### src/rtl/rv_pkg.sv
// Purpose: shared types and helpers for load writeback (funct3 codes, queue entry, extension).
// Latency: n/a (types and a combinational function only).
// Backpressure: n/a.
package rv_pkg;

   localparam int XLEN       = 32;
   localparam int REG_ADDR_W = 5;

   typedef enum logic [2:0] {
      LB  = 3'b000,
      LH  = 3'b001,
      LW  = 3'b010,
      LBU = 3'b100,
      LHU = 3'b101
   } ld_funct3_e;

   // One buffered load response. Data is kept raw; extension happens when it
   // is selected for writeback.
   typedef struct packed {
      logic [REG_ADDR_W-1:0] rd;
      logic [2:0]            funct3;
      logic [1:0]            addr_lo;
      logic [XLEN-1:0]       rdata;
   } lq_entry_t;

   // Align the addressed byte/half down to bit 0, then sign- or zero-extend.
   // Unknown funct3 codes fall back to a full-word load.
   function automatic logic [XLEN-1:0] load_extend(input lq_entry_t e);
      logic [XLEN-1:0] sh;
      sh = e.rdata >> {e.addr_lo, 3'b000};
      case (e.funct3)
         LB:      load_extend = {{(XLEN-8){sh[7]}}, sh[7:0]};
         LH:      load_extend = {{(XLEN-16){sh[15]}}, sh[15:0]};
         LBU:     load_extend = {{(XLEN-8){1'b0}}, sh[7:0]};
         LHU:     load_extend = {{(XLEN-16){1'b0}}, sh[15:0]};
         default: load_extend = e.rdata;
      endcase
   endfunction

endpackage

### src/rtl/wb_lq_fifo.sv
// Purpose: small synchronous FIFO holding load responses awaiting writeback.
// Latency: pushed word visible at pop_dat the cycle after the push.
// Backpressure: push ignored while full, pop ignored while empty; caller gates on full/empty.
//
// Ports: clk/rst_n; push/push_dat write side; pop/pop_dat read side (pop_dat
// is the current head); full/empty/count occupancy status.
module wb_lq_fifo #(
   parameter int W     = 8,
   parameter int DEPTH = 4
) (
   input  logic                     clk,
   input  logic                     rst_n,
   input  logic                     push,
   input  logic [W-1:0]             push_dat,
   input  logic                     pop,
   output logic [W-1:0]             pop_dat,
   output logic                     full,
   output logic                     empty,
   output logic [$clog2(DEPTH):0]   count
);

   localparam int AW = $clog2(DEPTH);

   // Pointers carry one extra bit so full and empty are distinguishable.
   logic [AW:0]  wr_ptr_q, wr_ptr_d;
   logic [AW:0]  rd_ptr_q, rd_ptr_d;
   logic [W-1:0] mem_q [DEPTH];
   logic [W-1:0] mem_d [DEPTH];

   assign count   = wr_ptr_q - rd_ptr_q;
   assign full    = (count == (AW+1)'(DEPTH));
   assign empty   = (count == '0);
   assign pop_dat = mem_q[rd_ptr_q[AW-1:0]];

   always_comb begin
      wr_ptr_d = wr_ptr_q;
      rd_ptr_d = rd_ptr_q;
      mem_d    = mem_q;
      if (push && !full) begin
         mem_d[wr_ptr_q[AW-1:0]] = push_dat;
         wr_ptr_d                = wr_ptr_q + (AW+1)'(1);
      end
      if (pop && !empty) begin
         rd_ptr_d = rd_ptr_q + (AW+1)'(1);
      end
   end

   always_ff @(posedge clk or negedge rst_n) begin
      if (!rst_n) begin
         wr_ptr_q <= '0;
         rd_ptr_q <= '0;
         for (int i = 0; i < DEPTH; i++) mem_q[i] <= '0;
      end else begin
         wr_ptr_q <= wr_ptr_d;
         rd_ptr_q <= rd_ptr_d;
         mem_q    <= mem_d;
      end
   end

endmodule

### src/rtl/wb_arbiter.sv
// Purpose: register-file write port arbiter merging ALU results and queued load responses.
// Latency: selected source appears on rf_* one cycle later (ALU and fall-through load alike).
// Backpressure: ALU never stalled; loads back-pressured via ld_ready = !full of the response queue.
//
// Ports: alu_* single-cycle results; ld_issue/ld_issue_rd mark a load in
// flight; ld_valid/ld_ready/ld_* memory response; dec_* decode hazard query
// with dec_stall answer; rf_we/rf_rd/rf_wd registered write port.
// XLEN must match rv_pkg::XLEN, which sizes the queue entry.
module wb_arbiter #(
   parameter int XLEN     = rv_pkg::XLEN,
   parameter int LQ_DEPTH = 4
) (
   input  logic            clk,
   input  logic            rst_n,
   input  logic            alu_valid,
   input  logic [4:0]      alu_rd,
   input  logic [XLEN-1:0] alu_wd,
   input  logic            ld_issue,
   input  logic [4:0]      ld_issue_rd,
   input  logic            ld_valid,
   output logic            ld_ready,
   input  logic [4:0]      ld_rd,
   input  logic [2:0]      ld_funct3,
   input  logic [1:0]      ld_addr_lo,
   input  logic [XLEN-1:0] ld_rdata,
   input  logic [4:0]      dec_rs1,
   input  logic [4:0]      dec_rs2,
   input  logic [4:0]      dec_rd,
   output logic            dec_stall,
   output logic            rf_we,
   output logic [4:0]      rf_rd,
   output logic [XLEN-1:0] rf_wd
);

   import rv_pkg::*;

   localparam int CW = $clog2(LQ_DEPTH) + 1;

   lq_entry_t             in_ent, head_ent, sel_ent;
   logic                  lq_full, lq_empty, lq_push, lq_pop;
   logic [CW-1:0]         lq_count;
   logic                  ld_acc, ld_keep, alu_sel, ld_sel;

   logic                  rf_we_q, rf_we_d;
   logic [REG_ADDR_W-1:0] rf_rd_q, rf_rd_d;
   logic [XLEN-1:0]       rf_wd_q, rf_wd_d;
   logic [31:0]           pend_q, pend_d;

   assign ld_ready = !lq_full;
   assign ld_acc   = ld_valid && ld_ready;
   // Responses to x0 are consumed here and never reach the queue.
   assign ld_keep  = ld_acc && (ld_rd != '0);
   assign alu_sel  = alu_valid && (alu_rd != '0);
   assign in_ent   = {ld_rd, ld_funct3, ld_addr_lo, ld_rdata};

   wb_lq_fifo #(
      .W     ($bits(lq_entry_t)),
      .DEPTH (LQ_DEPTH)
   ) u_lq (
      .clk      (clk),
      .rst_n    (rst_n),
      .push     (lq_push),
      .push_dat (in_ent),
      .pop      (lq_pop),
      .pop_dat  (head_ent),
      .full     (lq_full),
      .empty    (lq_empty),
      .count    (lq_count)
   );

   // Occupancy can never exceed the queue size.
   always_comb assert (lq_count <= CW'(LQ_DEPTH));

   always_comb begin
      lq_push = 1'b0;
      lq_pop  = 1'b0;
      ld_sel  = 1'b0;
      sel_ent = head_ent;
      rf_we_d = 1'b0;
      rf_rd_d = rf_rd_q;
      rf_wd_d = rf_wd_q;

      if (alu_sel) begin
         rf_we_d = 1'b1;
         rf_rd_d = alu_rd;
         rf_wd_d = alu_wd;
         lq_push = ld_keep;
      end else if (!lq_empty) begin
         // Older queued responses go first so write order matches arrival.
         lq_pop  = 1'b1;
         ld_sel  = 1'b1;
         lq_push = ld_keep;
      end else if (ld_keep) begin
         // Empty queue: bypass straight to the write port.
         ld_sel  = 1'b1;
         sel_ent = in_ent;
      end

      if (ld_sel) begin
         rf_we_d = 1'b1;
         rf_rd_d = sel_ent.rd;
         rf_wd_d = load_extend(sel_ent);
      end

      // Clear at the edge the load's write is registered; the regfile bypass
      // covers the following write cycle. Decode prevents set/clear of the
      // same register in one cycle.
      pend_d = pend_q;
      if (ld_sel)   pend_d[sel_ent.rd]  = 1'b0;
      if (ld_issue) pend_d[ld_issue_rd] = 1'b1;
      pend_d[0] = 1'b0;
   end

   // pend_q[0] is held at 0, so x0 queries never stall.
   assign dec_stall = pend_q[dec_rs1] | pend_q[dec_rs2] | pend_q[dec_rd];

   always_ff @(posedge clk or negedge rst_n) begin
      if (!rst_n) begin
         rf_we_q <= 1'b0;
         rf_rd_q <= '0;
         rf_wd_q <= '0;
         pend_q  <= '0;
      end else begin
         rf_we_q <= rf_we_d;
         rf_rd_q <= rf_rd_d;
         rf_wd_q <= rf_wd_d;
         pend_q  <= pend_d;
      end
   end

   assign rf_we = rf_we_q;
   assign rf_rd = rf_rd_q;
   assign rf_wd = rf_wd_q;

endmodule

### config.mk
export PLATFORM = sky130hd
export DESIGN_NAME = wb_arbiter
export DESIGN_NICKNAME = d
export VERILOG_FILES = /design/src/rtl/rv_pkg.sv /design/src/rtl/wb_lq_fifo.sv /design/src/rtl/wb_arbiter.sv
export SDC_FILE = /design/constraint.sdc
export NUM_CORES = 1
export LEC_CHECK = 0
export ABC_AREA = 0
export BUFFER_PORTS_ARGS = -buffer_cell sky130_fd_sc_hd__buf_2
export CAP_MARGIN = 20
export CORE_UTILIZATION = 59
export DETAILED_ROUTE_END_ITERATION = 6
export PLACE_DENSITY = 0.9
export SLEW_MARGIN = 5
export SYNTH_ARGS = -nofsm -noshare
export SYNTH_HDL_FRONTEND = slang
export SYNTH_SLANG_ARGS = --single-unit
### constraint.sdc
create_clock -name clk -period 5.99 [get_ports clk]
set_clock_uncertainty 0.1 [all_clocks]
set_input_delay 0.2995 -clock clk [delete_from_list [all_inputs] [get_ports clk]]
set_output_delay 0.2995 -clock clk [all_outputs]
set_load 0.01 [all_outputs]
==> results.toml <==
[status]
status = "finished clean"

[synth]
syn_inst = 989
synth_edf_count = 0
synth_fp_nets = 1100
synth_flop_cell = "dfrtp_1"
synthTopCellsByArea = "dfrtp_1, mux2_2, mux4_2, nand2_1, mux2i_1"
synth_area_mm2 = 0.0126
synth_top_cell_by_area = "dfrtp_1"
synth.distinct_cells = 56
synth_seq_area_share_pct = 48.4
synth_top_area_share_pct = 48.4
ys_ff_latch = 243
yosysMostFrequentCell = "dfrtp_1"
syn_avg_cell_area_um2 = 12.7
synthTopCellsByCount = "dfrtp_1, mux2_2, nand2_1"
yosysWarnings = 0
synth-async-reset-ratio_pct = 100

[global_route]
track_usage_pct = 33.4
grt_pass1_vias = 10400
grt_pass1_wl_um = 55900
grt_antenna_before_repair = 3
overflow = 0
grt_max_degree = 154

[clocking]
clkTransAtPathRegs_ns = 0.07
clk_path_buf_depth = 3
clock_latency_ns = 0.53
cts_sinks = 243
clockRootBuffer = "clkbuf_16"
cts_tree = "yes"
cts_made_buffers = 24
cts_setup_buffers = 0
cts_htree_levels = 1

[detailed_routing]
drt_first_pass_iters = 6
num_vias = 9967
drt_iter0_drc = 1259
routed_wl_um = 35600
wl_per_cell_um = 24.3
ant_nets = 0
drc = 0
vias_per_cell = 6.80

[floorplan]
core_area_mm2 = 0.0210
io_pins = 144
start_util_pct = 60.0
rows = 53
die-area_mm2 = 0.0219
die_w_um = 148
dieHeight_um = 148

[place]
place_hpwl_um = 21200
placed_area_mm2 = 0.0135
io_buffers = 143
post-place-cells = 1357
routabilityCongestion = 0.924

[power_and_ir_drop]
power_switching_mw = 3.72
p_comb_share_pct = 50.3
p_seq_share_pct = 32.9
peakVddDrop_mv = 0.296
sw_frac_of_total_pct = 40.2
power.total_mw = 9.27
p_leak_nw = 6.44
pwr-share-clk_pct = 16.8
p_per_area_mw_per_mm2 = 622
cellInternalPower_mw = 5.55

[setup_path]
path_cells = "dlygate4sd3_1 > buf_2 > or4_1 > o21a_1 > or4_4 > mux2i_1 > mux4_2 > a21oi_4 > a21oi_1"
cp-startpoint = "alu_rd[1]"
endpoint_kind = "flip-flop"
slowest_stage = "mux2i_1"
cpPeakStageDelay_ns = 0.97
reg2reg_from = "u_lq.wr_ptr_q[0]$_DFFE_PN0P_"
path_buf_inv = 2
required_ns = 6.27
crit_fanout = 49
start_kind = "input port"
crit_type = "input port to flip-flop"
cp_data_arrival_time_ns = 4.88
cpLargestDelayFamily = "simple AND/OR/NAND/NOR gates"

[finish]
fillers = 1240
utilization_pct = 71.1
instances_no_fill = 1465
drive_gt1_share_pct = 39.8
syn_to_final_growth_pct = 18.6
finalInstanceArea_mm2 = 0.0149
fin_nets = 1280

[sta]
finalCritPeriodShare_pct = 76.9
report.final.slew_viol_count = 0
hold_viol_final = 0
min_period_ns = 4.60
slew-limit-headroom_pct = 22.5
setup_violations = 0
grt_setup_unrepaired = "no"
tns_ns = 0
tightest_slew_ns = 1.16
max_freq_mhz = 217

[min_path]
worstHoldStart = "alu_wd[21]"
hp-class = "input port to flip-flop"

[run]
max-cap-violations = 0
==> area by class of cell <==
cell class / instances / area [um2] / area share, %
flip-flops and latches: 243 / 6080 / 40.8
repair buffers: 216 / 1430 / 9.61
inverters: 5 / 18.8 / 0.126
clock inverters: 13 / 143 / 0.957
clock buffers: 31 / 667 / 4.48
well taps: 275 / 344 / 2.31
multi-input cells: 679 / 6210 / 41.6
diodes: 3 / 7.51 / 0.0504
==> cell usage in the layout (no fill, tap or decap), types with 5 or more instances in the layout <==
cell type | Yosys | routed
o221ai_1 | 12 | 12
clkbuf_16 | 0 | 24
mux2i_1 | 32 | 32
nor2_1 | 29 | 29
nand3b_1 | 7 | 7
dfrtp_1 | 243 | 241
buf_4 | 0 | 12
or3_1 | 5 | 5
a21oi_1 | 38 | 38
nand3_1 | 16 | 16
o31a_1 | 6 | 6
o21ai_1 | 14 | 14
a222oi_1 | 7 | 7
o22ai_1 | 17 | 17
dlygate4sd3_1 | 0 | 60
nand2b_1 | 5 | 5
buf_2 | 12 | 142
mux2_2 | 179 | 179
mux4_2 | 70 | 70
clkinv_2 | 0 | 5
o21ai_0 | 64 | 63
nand2_1 | 106 | 102
xnor2_1 | 6 | 6
a22oi_1 | 9 | 9
ha_1 | 7 | 7
==> routing by layer <==
metal | track usage [%] | routed length [um]
met4 | 19.4 | 2260
met2 | 53.8 | 17000
met5 | 0 | 0
met3 | 6.67 | 3450
met1 | 42.2 | 12900
==> path summary, 6_finish.rpt <==
path,endpoint,slack [ns],cells past startpoint
min in group asynchronous,u_lq.mem_q[138]$_DFFE_PN0P_,0.36,2
hold / removal,rf_wd[21]$_DFFE_PN0P_,0.02,3
setup / recovery,rf_wd[19]$_DFFE_PN0P_,1.39,9
setup reg to reg,rf_wd[19]$_DFFE_PN0P_,1.49,9
hold reg to reg,u_lq.mem_q[54]$_DFFE_PN0P_,0.40,1
max in group asynchronous,u_lq.rd_ptr_q[1]$_DFFE_PN0P_,3.95,3
==> worst min-delay path: stages <==
cell	delay, ns
buf_2	0.07
o22ai_1	0.09
a21oi_1	0.14
==> flip-flops by register name, indices dropped and copies added, names as in the netlist <==
signal,count
u_lq.mem_q,168
pend_q,31
rf_rd,5
rf_we,1
u_lq.wr_ptr_q,3
u_lq.rd_ptr_q,3
rf_wd,32
==> power groups by stage <==
stage / combinational, mW / sequential, mW / clock, mW
after floorplan: 3.29 / 2.88 / 0
after global placement: 4.20 / 2.93 / 0
after detailed placement: 4.38 / 3.00 / 0
after CTS: 4.46 / 2.99 / 1.55
after global routing: 4.94 / 3.12 / 1.62
final: 4.66 / 3.05 / 1.55
==> kinds of logic after synthesis <==
| logic type | Yosys count | synth area share, % |
|---|---|---|
| AO/OA/AOI/OAI | 182 | 8.84 |
| XOR/XNOR | 7 | 0.488 |
| adder cells (fa/ha/maj) | 7 | 0.697 |
| buffers and inverters | 67 | 2.36 |
| flip-flops | 243 | 48.4 |
| multiplexers | 288 | 32.0 |
| AND/OR/NAND/NOR | 195 | 7.19 |
==> per-stage QoR <==
step           setup slack [ns]  hold WS [ns]
2_1_floorplan              1.76       -0.0961
4_1_cts                    1.19      0.000155
3_5_place_dp               1.24         0.387
3_3_place_gp               1.37         0.381
5_1_grt                    1.36        0.0132
6_report                   1.39        0.0209
==> timing repair <==
| item | in CTS | in global routing |
|---|---|---|
| endpoints found under the hold margin | 285 | 0 |
| hold buffers | 60 | 0 |
| gates resized for setup | 0 | 0 |
| setup endpoints to repair | 0 | 0 |
No activity file was read; power rests on OpenSTA's default activity.
